`src/rtl/command_frame_controller.sv`:
```
// Byte-stream command frame controller: decodes rx frames into register-file
// writes/reads and ALU jobs, then returns read data or ALU results over tx.
module command_frame_controller #(
  parameter int DATA_WIDTH     = 8,
  parameter int ADDR_WIDTH     = 4,
  parameter int RESULT_BYTES   = 2,
  parameter int TIMEOUT_CYCLES = 1024
) (
  input  logic                               clk,
  input  logic                               reset,
  input  logic                               rx_data_valid,
  input  logic [DATA_WIDTH-1:0]              rx_data,
  input  logic                               tx_busy,
  output logic                               tx_data_valid,
  output logic [DATA_WIDTH-1:0]              tx_data,
  output logic [ADDR_WIDTH-1:0]              rf_address,
  output logic                               rf_write_en,
  output logic [DATA_WIDTH-1:0]              rf_write_data,
  output logic                               rf_read_en,
  input  logic                               rf_read_data_valid,
  input  logic [DATA_WIDTH-1:0]              rf_read_data,
  output logic [3:0]                         alu_function,
  output logic                               alu_en,
  output logic                               alu_clk_en,
  input  logic                               alu_result_valid,
  input  logic [RESULT_BYTES*DATA_WIDTH-1:0] alu_result,
  output logic                               timeout_error,
  output logic                               unknown_cmd,
  output logic                               busy
);
  localparam int RES_W = RESULT_BYTES * DATA_WIDTH;
  localparam int TO_W  = (TIMEOUT_CYCLES > 1) ? $clog2(TIMEOUT_CYCLES) : 1;
  localparam int CNT_W = $clog2(RESULT_BYTES + 1);
  localparam logic [TO_W-1:0] TO_LAST = TO_W'(TIMEOUT_CYCLES - 1);

  typedef enum logic [3:0] {
    IDLE     = 4'd0,
    WR_ADDR  = 4'd1,
    WR_DATA  = 4'd2,
    RD_ADDR  = 4'd3,
    RD_WAIT  = 4'd4,
    ALU_A    = 4'd5,
    ALU_B    = 4'd6,
    ALU_FN   = 4'd7,
    ALU_WAIT = 4'd8,
    TX_LOAD  = 4'd9,
    TX_HOLD  = 4'd10
  } state_t;

  // Command bytes occupy the low 8 bits; wider buses require zero upper bits.
  function automatic logic is_cmd(input logic [DATA_WIDTH-1:0] b, input logic [7:0] code);
    is_cmd = (b == DATA_WIDTH'(code));
  endfunction

  function automatic logic is_timed(input state_t s);
    case (s)
      WR_ADDR, WR_DATA, RD_ADDR, RD_WAIT, ALU_A, ALU_B, ALU_FN, ALU_WAIT: is_timed = 1'b1;
      default: is_timed = 1'b0;
    endcase
  endfunction

  state_t            state_r, state_nxt_s;
  logic              tx_data_valid_r, tx_data_valid_nxt_s;
  logic [DATA_WIDTH-1:0] tx_data_r, tx_data_nxt_s;
  logic [ADDR_WIDTH-1:0] rf_address_r, rf_address_nxt_s;
  logic              rf_write_en_r, rf_write_en_nxt_s;
  logic [DATA_WIDTH-1:0] rf_write_data_r, rf_write_data_nxt_s;
  logic              rf_read_en_r, rf_read_en_nxt_s;
  logic [3:0]        alu_function_r, alu_function_nxt_s;
  logic              alu_en_r, alu_en_nxt_s;
  logic              alu_clk_en_r, alu_clk_en_nxt_s;
  logic              timeout_error_r, timeout_error_nxt_s;
  logic              unknown_cmd_r, unknown_cmd_nxt_s;
  logic              busy_r, busy_nxt_s;
  logic [RES_W-1:0]  result_r, result_nxt_s;
  logic [CNT_W-1:0]  left_r, left_nxt_s;
  logic [TO_W-1:0]   timer_r, timer_nxt_s;
  logic              expire_s;

  // State register.
  always_ff @(posedge clk) begin
    if (reset) begin
      state_r <= IDLE;
    end else begin
      state_r <= state_nxt_s;
    end
  end

  // Next-state decode and next values of every registered output.
  always_comb begin
    state_nxt_s         = state_r;
    tx_data_valid_nxt_s = 1'b0;
    tx_data_nxt_s       = tx_data_r;
    rf_address_nxt_s    = rf_address_r;
    rf_write_en_nxt_s   = 1'b0;
    rf_write_data_nxt_s = rf_write_data_r;
    rf_read_en_nxt_s    = 1'b0;
    alu_function_nxt_s  = alu_function_r;
    alu_en_nxt_s        = 1'b0;
    timeout_error_nxt_s = 1'b0;
    unknown_cmd_nxt_s   = 1'b0;
    result_nxt_s        = result_r;
    left_nxt_s          = left_r;
    expire_s            = is_timed(state_r) && (timer_r == TO_LAST);

    if (expire_s) begin
      // Expiry beats any byte or strobe arriving in the same cycle.
      timeout_error_nxt_s = 1'b1;
      state_nxt_s         = IDLE;
    end else begin
      case (state_r)
        IDLE: begin
          if (rx_data_valid) begin
            if (is_cmd(rx_data, 8'hAA))      state_nxt_s = WR_ADDR;
            else if (is_cmd(rx_data, 8'hBB)) state_nxt_s = RD_ADDR;
            else if (is_cmd(rx_data, 8'hCC)) state_nxt_s = ALU_A;
            else if (is_cmd(rx_data, 8'hDD)) state_nxt_s = ALU_FN;
            else                             unknown_cmd_nxt_s = 1'b1;
          end else begin
            state_nxt_s = IDLE;
          end
        end
        WR_ADDR: begin
          if (rx_data_valid) begin
            rf_address_nxt_s = rx_data[ADDR_WIDTH-1:0];
            state_nxt_s      = WR_DATA;
          end else begin
            state_nxt_s = WR_ADDR;
          end
        end
        WR_DATA: begin
          if (rx_data_valid) begin
            rf_write_data_nxt_s = rx_data;
            rf_write_en_nxt_s   = 1'b1;
            state_nxt_s         = IDLE;
          end else begin
            state_nxt_s = WR_DATA;
          end
        end
        RD_ADDR: begin
          if (rx_data_valid) begin
            rf_address_nxt_s = rx_data[ADDR_WIDTH-1:0];
            rf_read_en_nxt_s = 1'b1;
            state_nxt_s      = RD_WAIT;
          end else begin
            state_nxt_s = RD_ADDR;
          end
        end
        RD_WAIT: begin
          if (rf_read_data_valid) begin
            result_nxt_s        = RES_W'(rf_read_data);
            left_nxt_s          = CNT_W'(1);
            tx_data_nxt_s       = rf_read_data;
            tx_data_valid_nxt_s = 1'b1;
            state_nxt_s         = TX_LOAD;
          end else begin
            state_nxt_s = RD_WAIT;
          end
        end
        ALU_A, ALU_B: begin
          if (rx_data_valid) begin
            rf_address_nxt_s    = (state_r == ALU_A) ? ADDR_WIDTH'(0) : ADDR_WIDTH'(1);
            rf_write_data_nxt_s = rx_data;
            rf_write_en_nxt_s   = 1'b1;
            state_nxt_s         = (state_r == ALU_A) ? ALU_B : ALU_FN;
          end else begin
            state_nxt_s = state_r;
          end
        end
        ALU_FN: begin
          if (rx_data_valid) begin
            alu_function_nxt_s = rx_data[3:0];
            alu_en_nxt_s       = 1'b1;
            state_nxt_s        = ALU_WAIT;
          end else begin
            state_nxt_s = ALU_FN;
          end
        end
        ALU_WAIT: begin
          if (alu_result_valid) begin
            result_nxt_s        = alu_result;
            left_nxt_s          = CNT_W'(RESULT_BYTES);
            tx_data_nxt_s       = alu_result[DATA_WIDTH-1:0];
            tx_data_valid_nxt_s = 1'b1;
            state_nxt_s         = TX_LOAD;
          end else begin
            state_nxt_s = ALU_WAIT;
          end
        end
        TX_LOAD: begin
          if (tx_busy) begin
            // Byte accepted: pre-shift so the next LSB is ready for the hold exit.
            result_nxt_s = result_r >> DATA_WIDTH;
            left_nxt_s   = left_r - CNT_W'(1);
            state_nxt_s  = TX_HOLD;
          end else begin
            tx_data_valid_nxt_s = 1'b1;
          end
        end
        TX_HOLD: begin
          if (!tx_busy && (left_r != CNT_W'(0))) begin
            tx_data_nxt_s       = result_r[DATA_WIDTH-1:0];
            tx_data_valid_nxt_s = 1'b1;
            state_nxt_s         = TX_LOAD;
          end else if (!tx_busy) begin
            state_nxt_s = IDLE;
          end else begin
            state_nxt_s = TX_HOLD;
          end
        end
        default: state_nxt_s = IDLE;
      endcase
    end

    if (!is_timed(state_nxt_s) || (state_nxt_s != state_r)) begin
      timer_nxt_s = {TO_W{1'b0}};
    end else begin
      timer_nxt_s = timer_r + TO_W'(1);
    end
    busy_nxt_s       = (state_nxt_s != IDLE);
    alu_clk_en_nxt_s = (state_nxt_s == ALU_FN) || (state_nxt_s == ALU_WAIT);
  end

  // Output, datapath and counter registers.
  always_ff @(posedge clk) begin
    if (reset) begin
      tx_data_valid_r <= 1'b0;
      tx_data_r       <= {DATA_WIDTH{1'b0}};
      rf_address_r    <= {ADDR_WIDTH{1'b0}};
      rf_write_en_r   <= 1'b0;
      rf_write_data_r <= {DATA_WIDTH{1'b0}};
      rf_read_en_r    <= 1'b0;
      alu_function_r  <= 4'h0;
      alu_en_r        <= 1'b0;
      alu_clk_en_r    <= 1'b0;
      timeout_error_r <= 1'b0;
      unknown_cmd_r   <= 1'b0;
      busy_r          <= 1'b0;
      result_r        <= {RES_W{1'b0}};
      left_r          <= {CNT_W{1'b0}};
      timer_r         <= {TO_W{1'b0}};
    end else begin
      tx_data_valid_r <= tx_data_valid_nxt_s;
      tx_data_r       <= tx_data_nxt_s;
      rf_address_r    <= rf_address_nxt_s;
      rf_write_en_r   <= rf_write_en_nxt_s;
      rf_write_data_r <= rf_write_data_nxt_s;
      rf_read_en_r    <= rf_read_en_nxt_s;
      alu_function_r  <= alu_function_nxt_s;
      alu_en_r        <= alu_en_nxt_s;
      alu_clk_en_r    <= alu_clk_en_nxt_s;
      timeout_error_r <= timeout_error_nxt_s;
      unknown_cmd_r   <= unknown_cmd_nxt_s;
      busy_r          <= busy_nxt_s;
      result_r        <= result_nxt_s;
      left_r          <= left_nxt_s;
      timer_r         <= timer_nxt_s;
    end
  end

  assign tx_data_valid = tx_data_valid_r;
  assign tx_data       = tx_data_r;
  assign rf_address    = rf_address_r;
  assign rf_write_en   = rf_write_en_r;
  assign rf_write_data = rf_write_data_r;
  assign rf_read_en    = rf_read_en_r;
  assign alu_function  = alu_function_r;
  assign alu_en        = alu_en_r;
  assign alu_clk_en    = alu_clk_en_r;
  assign timeout_error = timeout_error_r;
  assign unknown_cmd   = unknown_cmd_r;
  assign busy          = busy_r;

endmodule

```
`config.mk`:
```
export PLATFORM = sky130hd
export DESIGN_NAME = command_frame_controller
export DESIGN_NICKNAME = d
export VERILOG_FILES = /design/src/rtl/command_frame_controller.sv
export SDC_FILE = /design/constraint.sdc
export NUM_CORES = 1
export LEC_CHECK = 0
export ABC_AREA = 0
export BUFFER_PORTS_ARGS = -buffer_cell sky130_fd_sc_hd__clkbuf_2
export CAP_MARGIN = 20
export CELL_PAD_IN_SITES_DETAIL_PLACEMENT = 0
export CELL_PAD_IN_SITES_GLOBAL_PLACEMENT = 2
export CORE_MARGIN = 2
export CORE_UTILIZATION = 26
export CTS_BUF_LIST = sky130_fd_sc_hd__clkbuf_2
export DETAILED_ROUTE_END_ITERATION = 7
export PLACE_DENSITY = 0.77
export RECOVER_POWER = 25
export SLEW_MARGIN = 40
export SYNTH_ARGS = -nofsm -noshare
export SYNTH_HDL_FRONTEND = slang
export SYNTH_SLANG_ARGS = --single-unit
```
`constraint.sdc`:
```
create_clock -name clk -period 6.05 [get_ports clk]
set_input_delay 1.21 -clock clk [delete_from_list [all_inputs] [get_ports clk]]
set_output_delay 1.21 -clock clk [all_outputs]
set_load 0.1 [all_outputs]
```
==> results.json, run 1 <==
{
  "post-route-drc-count": 0,
  "r2r_slack_ns": 3.30,
  "syn_inst": 377,
  "cts_resized": 0,
  "yosysSeqAreaShare_pct": 39.04,
  "h-tree-depth": 3,
  "area_growth_pct": 17.57,
  "timing.final.crit_share_pct": 58.22,
  "gp_congestion": 0.8375,
  "avgSynthCellArea_um2": 8.841,
  "cts_buffers": 9,
  "drtAntennaViolNets": 0,
  "combPwrFrac_pct": 7.0,
  "path_max_fanout": 50,
  "clock_skew_ns": 0.03097,
  "cpMaxStageDelayCell": "clkbuf_1",
  "synth-async-reset-ratio_pct": 0,
  "nets": 479,
  "rr_endpoint": "timer_r[4]",
  "antenna_found_initial": 0,
  "cts_hold_buffers": 0,
  "power_frac_seq_pct": 55.3,
  "worstMarginPinSlew_ns": 2.419,
  "synth_cell_types": 54,
  "pwr-share-clk_pct": 37.7,
  "violations": "capacitance limit, slew limit",
  "hpwl_um": 6198,
  "cts_tree": "done",
  "ys_ff_latch": 65,
  "critPathMaxStageDelay_ns": 1.68,
  "hold_slack_ns": 0.4669,
  "grt_overflow_total": 0,
  "cp-startpoint": "reset",
  "antenna_cells": 0,
  "switching_share_pct": 25.38,
  "fillers": 1368,
  "clk_latency_ns": 0.52,
  "cts.sinks": 65,
  "drt_iter0_markers": 120,
  "rsz0062_at_grt": "false",
  "p_int_uw": 582.0,
  "pin_count": 70,
  "power.density_mw_per_mm2": 199.0,
  "slew_viol_final": 51,
  "path_cells": "clkbuf_1 -> or3_1 -> nor2_1 -> mux2_4 -> o211ai_4 -> nor2_2",
  "grt_pass1_wl_um": 14080,
  "max_cap_viol_count": 1,
  "synth_edf_count": 0,
  "post-route-min-period_ns": 3.522,
  "yosysTopAreaCellShare_pct": 39.04,
  "crit_type": "in2reg",
  "clk_pin_slew_ns": 0.20,
  "setup-tns-final_ns": 0,
  "post_cts_buffers": 0,
  "hold_path_class": "reg2reg",
  "startpoint_type": "primary input",
  "die_y_um": 117.2,
  "crit_path_end_kind": "flip-flop",
  "portBuffers": 69,
  "via_per_inst": 4.628,
  "timing.rr.start": "state_r[3]",
  "place_ws_ns": 2.737,
  "coreArea_mm2": 0.01257,
  "die_w_um": 117.2,
  "endpoint": "timer_r[4]",
  "status": "finished, violations left",
  "synth_area_mm2": 0.003333,
  "routed_wl_um": 8750,
  "grt_pass1_vias": 2781,
  "clock_path_buffers": 2,
  "crit_required_ns": 6.44,
  "setup_slack_ns": 2.528,
  "p_switching_uw": 197.9,
  "worstPathArrival_ns": 3.91,
  "drt_first_pass_iters": 4,
  "ir_drop_mv": 0.07611,
  "yosys_warnings": 0,
  "syn_nets": 417,
  "grt_usage_pct": 13.44,
  "std_cell_rows": 41,
  "vias": 2851,
  "slew_headroom_pct": -61.28,
  "max_freq_mhz": 283.9,
  "synth_area_leader_cell": "dfxtp_1",
  "grt_max_degree": 51,
  "setup_violations": 0,
  "synth_flop_cell": "dfxtp_1",
  "cts_root_buf": "clkbuf_2",
  "initial_core_util_pct": 26.52,
  "finalHoldViolCount": 0,
  "reg2reg_depth": 7,
  "synth_most_common_cell": "dfxtp_1",
  "wl_per_cell_um": 14.20,
  "yosys-top-cells-count": "65 x dfxtp_1, 47 x nor2_1, 39 x a21oi_1",
  "synth.area.top_cells": "dfxtp_1 39%, mux2i_1 11%, a21oi_1 5.9%",
  "p_leak_nw": 1.394,
  "layout-drive-gt1-share_pct": 26.13,
  "dieArea_mm2": 0.01374
}
## cell usage in the layout, fill, tap and decap left out, types with 3 or more instances in the layout
cell type,Yosys,final
inv_1,5,5
nand4bb_1,3,3
nor2_2,10,11
nand2_1,32,32
or3_1,4,4
nor2_1,47,46
nor4_1,3,3
nand3_1,23,23
mux2i_1,36,36
xor2_1,4,4
xnor2_1,6,6
a211oi_1,5,5
clkbuf_2,0,77
nor3_1,3,3
nor3b_1,3,3
nor2b_1,6,6
and2_0,0,3
nand2b_1,6,6
nor3_2,3,3
a21oi_1,39,39
o211ai_1,9,9
dfxtp_1,65,65
buf_4,1,5
## cells by family after synthesis
group                      Yosys count  synth area share, %
DFF                                 65                39.04
buffers and inverters               28                4.880
AOI/OAI and AO/OA                   67                12.88
muxes                               37                11.26
and+or+nand+nor                    168                28.57
adders and majority gates            2               0.7506
xor gates and xnor gates            10                2.628
## layout make-up
| cell class | instances | area [um2] | share of cell area, % |
|---|---|---|---|
| inverters | 5 | 18.77 | 0.4789 |
| multi-input cells | 284 | 1872 | 47.77 |
| flip-flops and latches | 65 | 1301 | 33.21 |
| well taps | 172 | 215.2 | 5.492 |
| repair buffers | 74 | 381.6 | 9.738 |
| clock inverters | 7 | 85.08 | 2.171 |
| clock buffers | 9 | 45.04 | 1.149 |
## critical path: cells and delay by family
family | cells | cell delay (ns)
mux | 1 | 0.29
buf+inv | 1 | 1.68
simple gates | 3 | 0.51
compound gates | 1 | 0.21
## worst min-delay path by stage
stage	startpoint	end	slack (ns)	depth (start not counted)
6_report	result_r[14]	result_r[14]	0.47	2
5_1_grt	left_r[1]	left_r[1]	0.49	2
4_1_cts	result_r[14]	result_r[14]	0.47	2
3_5_place_dp	result_r[14]	result_r[14]	0.45	2
3_3_place_gp	timer_r[0]	timer_r[0]	0.43	1
2_1_floorplan	timer_r[0]	timer_r[0]	0.43	1
## sequential cells by signal, indices dropped and copies added, names as in the netlist, 2 cells and up, named ones only
signal,count
tx_data,8
alu_function,4
state_r,4
left_r,2
rf_write_data,8
result_r,16
rf_address,4
timer_r,10
## through the flow
step	cells	utilization, %	cell area, um2	power, mW
final	616	31.18	3919	0.7799
after global placement	600	30.13	3787	0.4946
after floorplan	377	-	3333	0.4712
after global routing	616	31.18	3919	0.8207
after detailed placement	600	30.17	3792	0.4953
after CTS	616	31.21	3923	0.7966
## power groups by stage
stage | combinational [mW] | sequential (mW) | clock (mW)
3_5_place_dp | 0.0553 | 0.440 | 0
6_report | 0.0546 | 0.431 | 0.294
2_1_floorplan | 0.0246 | 0.447 | 0
4_1_cts | 0.0555 | 0.431 | 0.310
3_3_place_gp | 0.0546 | 0.440 | 0
5_1_grt | 0.0600 | 0.432 | 0.329
## routing by layer
metal  up-vias  global-route usage [%]  part of all wire, %
met5         -                       0                    0
met4         0                   4.863                  2.1
met3        13                   4.325                  4.8
met2        58                   20.46                   45
met1      1325                   17.84                   48
li1       1455                       -                    -
Note: power is estimated with default switching activity, not from simulation.
==> run 2: changes to the inputs <==
--- a/config.mk
+++ b/config.mk
@@ -14,7 +14,7 @@
 export CORE_UTILIZATION = 26
 export CTS_BUF_LIST = sky130_fd_sc_hd__clkbuf_2
 export DETAILED_ROUTE_END_ITERATION = 7
-export PLACE_DENSITY = 0.77
+export PLACE_DENSITY = 0.79
 export RECOVER_POWER = 25
 export SLEW_MARGIN = 40
 export SYNTH_ARGS = -nofsm -noshare
==> constraint.sdc (replaced) <==
create_clock -name clk -period 3.15 [get_ports clk]
set_input_delay 0.63 -clock clk [delete_from_list [all_inputs] [get_ports clk]]
set_output_delay 0.63 -clock clk [all_outputs]
set_load 0.1 [all_outputs]
==> results.json, run 2 (synthesized netlist as in run 1, its figures left out) <==
{
  "status": "complete, no violations",
  "clock_path_buffers": 2,
  "min_path_cells": 3,
  "regMostFlops": "result_r",
  "worstPathArrival_ns": 3.05,
  "gp_congestion": 0.8070,
  "post-route-min-period_ns": 2.663,
  "max_cap_viol_count": 0,
  "startpoint_type": "flip-flop",
  "antenna_found_initial": 0,
  "path_max_fanout": 17,
  "layout-drive-gt1-share_pct": 23.66,
  "crit_path_end_kind": "flip-flop",
  "grt_overflow_total": 0,
  "die_w_um": 117.2,
  "die_y_um": 117.2,
  "cts_root_buf": "clkbuf_2",
  "fillers": 1344,
  "max_freq_mhz": 375.6,
  "crit_required_ns": 3.54,
  "power_frac_seq_pct": 54.5,
  "coreArea_mm2": 0.01257,
  "hold_path_class": "in2reg",
  "routed_wl_um": 8743,
  "whs_endpoint": "result_r[9]",
  "min-delay-start": "alu_result[9]",
  "path_cells": "nor2b_1 -> a32oi_2 -> o211ai_2 -> nor4_4 -> mux2_4 -> o211ai_4 -> nor2_2",
  "std_cell_rows": 41,
  "finalHoldViolCount": 0,
  "reg2reg_depth": 7,
  "crit_type": "reg2reg",
  "ir_drop_mv": 0.3349,
  "nets": 483,
  "combPwrFrac_pct": 6.8,
  "hpwl_um": 6265,
  "final_cell_mix": "65 x dfxtp_1, 62 x clkbuf_2, 47 x nor2_1, 39 x a21oi_1, 36 x mux2i_1",
  "wl_per_cell_um": 14.10,
  "dieArea_mm2": 0.01374,
  "cts_hold_buffers": 0,
  "drt_first_pass_iters": 4,
  "setup_violations": 0,
  "initial_core_util_pct": 26.52,
  "timing.rr.start": "state_r[0]",
  "timing.final.crit_share_pct": 84.53,
  "p_int_mw": 1.126,
  "grt_pass1_vias": 2762,
  "drtAntennaViolNets": 0,
  "pin_count": 70,
  "slew_viol_final": 0,
  "hold_slack_ns": 0.3344,
  "pwr-share-clk_pct": 38.6,
  "post_cts_buffers": 0,
  "rsz0062_at_grt": "false",
  "critPathMaxStageDelay_ns": 0.80,
  "vias": 2888,
  "cts_resized": 0,
  "worstMarginPinSlew_ns": 1.172,
  "clk_latency_ns": 0.51,
  "clk_pin_slew_ns": 0.20,
  "cts_buffers": 9,
  "h-tree-depth": 3,
  "grt_pass1_wl_um": 13730,
  "setup-tns-final_ns": 0,
  "clock_skew_ns": 0.02448,
  "r2r_slack_ns": 0.49,
  "p_leak_nw": 1.368,
  "reg_top3": "result_r: 16 flops, timer_r: 10 flops",
  "antenna_cells": 0,
  "via_per_inst": 4.658,
  "layout.cells.most_common": "dfxtp_1",
  "rr_endpoint": "timer_r[9]",
  "power.density_mw_per_mm2": 386.0,
  "slew_headroom_pct": 22.21,
  "fin_util_pct": 31.34,
  "portBuffers": 69,
  "grt_max_degree": 50,
  "area_growth_pct": 18.17,
  "switching_share_pct": 25.91,
  "p_switching_uw": 393.9,
  "cts_tree": "done",
  "largest_reg_flops": 16,
  "cpMaxStageDelayCell": "dfxtp_1",
  "post-route-drc-count": 0,
  "cts.sinks": 65,
  "drt_iter0_markers": 98,
  "grt_usage_pct": 13.03
}
[run 2: cell count changes in the layout (fill, tap and decap cells not counted), sizes merged]
cell    change
buf         +3
clkbuf      +1
[run 2: worst max path at each step]
stage | from | endpoint | slack, ns | cells after the start
floorplan | rx_data_valid | timer_r[2] | 0.90 | 8
global placement | rx_data[1] | timer_r[4] | 0.46 | 8
detailed placement | rx_data[1] | timer_r[4] | 0.49 | 8
CTS | state_r[0] | timer_r[9] | 0.50 | 7
global route | timer_r[0] | timer_r[9] | 0.25 | 9
finish | state_r[0] | timer_r[9] | 0.49 | 7
[run 2: final cells by class]
class | count | area [um2] | area share (%)
repair buffers | 78 | 389.1 | 9.879
multi-input cells | 284 | 1874 | 47.59
clock buffers | 9 | 45.04 | 1.144
flip-flops and latches | 65 | 1301 | 33.04
clock inverters | 7 | 95.09 | 2.414
well taps | 172 | 215.2 | 5.464
inverters | 5 | 18.77 | 0.4765
[run 2: worst max-delay path: cells and delay by family, from the launching register on]
family | cells | cell delay [ns]
multiplexers | 1 | 0.35
flip-flops | 1 | 0.80
AO/OA/AOI/OAI | 3 | 0.68
AND/OR/NAND/NOR | 3 | 0.73
[run 2: stage by stage]
stage / area [um2] / power [mW] / cells / setup WS (ns)
5_1_grt: 3939 / 1.586 / 620 / 0.2494
4_1_cts: 3958 / 1.549 / 620 / 0.4959
3_3_place_gp: 3817 / 0.9503 / 604 / 0.4613
3_5_place_dp: 3817 / 0.9505 / 604 / 0.4942
2_1_floorplan: 3333 / 0.9050 / 377 / 0.8995
6_report: 3939 / 1.520 / 620 / 0.4873
[run 2: layer usage]
metal / vias up / global-route usage, % / wire length [um]
met2: 67 / 19.92 / 3931
met1: 1348 / 16.83 / 4084
met5: - / 0 / 0
met3: 17 / 4.531 / 520
met4: 0 / 5.176 / 206
li1: 1456 / - / -
[run 2: power by group through the flow]
stage	clock network, mW	logic, mW	registers (mW)
4_1_cts	0.614	0.105	0.830
3_3_place_gp	0	0.104	0.846
6_report	0.587	0.104	0.829
5_1_grt	0.643	0.113	0.830
3_5_place_dp	0	0.105	0.846
2_1_floorplan	0	0.0472	0.858
==> run 3: changes to the inputs <==
--- a/config.mk
+++ b/config.mk
@@ -5,7 +5,7 @@
 export SDC_FILE = /design/constraint.sdc
 export NUM_CORES = 1
 export LEC_CHECK = 0
-export ABC_AREA = 0
+export ABC_AREA = 1
 export BUFFER_PORTS_ARGS = -buffer_cell sky130_fd_sc_hd__clkbuf_2
 export CAP_MARGIN = 20
 export CELL_PAD_IN_SITES_DETAIL_PLACEMENT = 0
@@ -14,7 +14,7 @@
 export CORE_UTILIZATION = 26
 export CTS_BUF_LIST = sky130_fd_sc_hd__clkbuf_2
 export DETAILED_ROUTE_END_ITERATION = 7
-export PLACE_DENSITY = 0.79
+export PLACE_DENSITY = 0.83
 export RECOVER_POWER = 25
 export SLEW_MARGIN = 40
 export SYNTH_ARGS = -nofsm -noshare
==> constraint.sdc (replaced) <==
create_clock -name clk -period 2.5 [get_ports clk]
set_input_delay 0.5 -clock clk [delete_from_list [all_inputs] [get_ports clk]]
set_output_delay 0.5 -clock clk [all_outputs]
set_load 0.1 [all_outputs]
==> results.json, run 3 <==
{
  "cts.sinks": 65,
  "ys_ff_latch": 65,
  "clk_latency_ns": 0.52,
  "nets": 561,
  "grt_pass1_wl_um": 15510,
  "final_cell_mix": "110 x nand2_1, 78 x clkbuf_2, 65 x dfxtp_1, 51 x nand3_1, 44 x inv_1",
  "slew_viol_final": 0,
  "synth-async-reset-ratio_pct": 0,
  "hold_path_class": "in2reg",
  "initial_core_util_pct": 26.80,
  "setup_violations": 0,
  "synth_area_mm2": 0.003087,
  "portBuffers": 69,
  "post-route-min-period_ns": 2.154,
  "antenna_cells": 0,
  "power.density_mw_per_mm2": 487.8,
  "antenna_found_initial": 0,
  "layout.cells.most_common": "nand2_1",
  "coreArea_mm2": 0.01152,
  "path_max_fanout": 12,
  "max_cap_viol_count": 0,
  "post-route-drc-count": 2,
  "clock_path_buffers": 2,
  "cpMaxStageDelayCell": "dfxtp_1",
  "grt_pass1_vias": 3132,
  "hpwl_um": 6813,
  "regMostFlops": "result_r",
  "die_y_um": 113.0,
  "fin_util_pct": 32.25,
  "timing.final.crit_share_pct": 86.18,
  "synth_most_common_cell": "nand2_1",
  "status": "finished, violations left",
  "cts_root_buf": "clkbuf_2",
  "routed_wl_um": 9084,
  "startpoint_type": "flip-flop",
  "p_leak_nw": 1.732,
  "grt_usage_pct": 15.20,
  "die_w_um": 113.0,
  "yosys_warnings": 0,
  "drtAntennaViolNets": 0,
  "post_cts_buffers": 0,
  "worstPathArrival_ns": 2.56,
  "drt_first_pass_iters": 8,
  "path_cells": "ha_1 -> nand3_1 -> inv_1 -> nand2_1 -> nor3_1 -> nand2_1 -> nand3_1 -> nand3_1 -> nand2_1 -> nand2_2 -> nand2_4 -> nor2_1",
  "crit_path_end_kind": "flip-flop",
  "drt_iter0_markers": 151,
  "clk_pin_slew_ns": 0.18,
  "slew_headroom_pct": 51.18,
  "yosysTopAreaCellShare_pct": 42.16,
  "gp_congestion": 0.8518,
  "crit_type": "reg2reg",
  "setup_slack_ns": 0.3455,
  "grt_max_degree": 24,
  "pin_count": 70,
  "yosysSeqAreaShare_pct": 42.16,
  "max_freq_mhz": 464.2,
  "synth_flop_cell": "dfxtp_1",
  "violations": "DRC",
  "cts_tree": "done",
  "dieArea_mm2": 0.01276,
  "synth_cell_types": 29,
  "crit_required_ns": 2.90,
  "vias": 3158,
  "via_per_inst": 4.735,
  "clock_skew_ns": 0.04680,
  "cts_resized": 0,
  "cts_hold_buffers": 0,
  "timing.rr.start": "timer_r[0]",
  "wl_per_cell_um": 13.62,
  "place_ws_ns": 0.1998,
  "worstMarginPinSlew_ns": 0.7274,
  "reg_top3": "result_r: 16 flops, timer_r: 10 flops",
  "h-tree-depth": 3,
  "std_cell_rows": 39,
  "synth.area.top_cells": "dfxtp_1 42%, nand2_1 13%, nand3_1 8.4%",
  "yosys-top-cells-count": "111 x nand2_1, 65 x dfxtp_1, 52 x nand3_1",
  "avgSynthCellArea_um2": 6.936,
  "layout-drive-gt1-share_pct": 19.66,
  "hold_slack_ns": 0.2387,
  "cp-startpoint": "timer_r[0]",
  "critPathMaxStageDelay_ns": 0.39,
  "syn_inst": 445,
  "area_growth_pct": 20.31,
  "cts_buffers": 9,
  "largest_reg_flops": 16,
  "finalHoldViolCount": 0,
  "synth_area_leader_cell": "dfxtp_1",
  "syn_nets": 485,
  "min-delay-start": "alu_result[11]",
  "grt_overflow_total": 0,
  "synth_edf_count": 0,
  "ir_drop_mv": 0.1780
}
## run 3: changes by cell type after synthesis, moves of 6 or more
cell	delta
o211ai_1	-9
nor2_2	-8
mux2i_1	-36
nand3_1	+29
a41oi_1	+12
nand2b_1	-6
o21ai_0	+28
inv_1	+39
nand2_1	+79
nor2b_1	-6
buf_6	-6
nor2_1	-6
## run 3: layout make-up
class | instances | area (um2)
multi-input combinational | 318 | 1543
clock inverter | 5 | 48.80
inverter | 49 | 183.9
sequential | 65 | 1301
fill | 1265 | 7802
tap | 143 | 178.9
clock buffer | 9 | 45.04
timing repair buffer | 78 | 412.9
## run 3: worst paths after layout
check / endpoint / slack, ns / cells past startpoint
worst max-delay path: timer_r[4] / 0.35 / 12
worst min register to register: timer_r[0] / 0.46 / 1
worst min-delay path: result_r[11] / 0.24 / 3
worst max register to register: timer_r[4] / 0.35 / 12
## run 3: critical path, delay by kind of cell, from the launching register on
family	cells	cell delay (ns)
buffers and inverters	1	0.10
flip-flops	1	0.39
adder cells (fa/ha/maj)	1	0.21
AND/OR/NAND/NOR	10	1.35
## run 3: per-stage QoR
step                cells  cell area [um2]  total power [mW]  setup TNS (ns)
finish                667             3714             1.812               0
global route          667             3714             1.899       -0.003354
CTS                   667             3706             1.840               0
detailed placement    653             3612             1.239               0
global placement      653             3612             1.239               0
floorplan             445             3087             1.171               0
## run 3: routing by layer
layer / share of wire [%] / GRT usage, % / vias to the layer above
met5: 0 / 0 / -
met4: 0.95 / 3.496 / 0
met3: 5.2 / 4.553 / 10
met2: 47 / 25.26 / 77
met1: 47 / 19.54 / 1455
li1: - / - / 1616
## run 3: logic make-up after synthesis
group	after synthesis	share of synthesized area, %
AO/OA/AOI/OAI	89	16.34
adder cells (fa/ha/maj)	2	0.8106
AND/OR/NAND/NOR	219	30.32
buffers and inverters	62	8.107
flip-flops	65	42.16
XOR/XNOR	8	2.270
## run 3: power by group
group	internal (mW)	switching (mW)	leakage (nW)
clock	0.210	0.384	0.0564
combinational	0.0498	0.116	1.15
sequential	1.05	0.00503	0.524
total	1.31	0.504	1.73
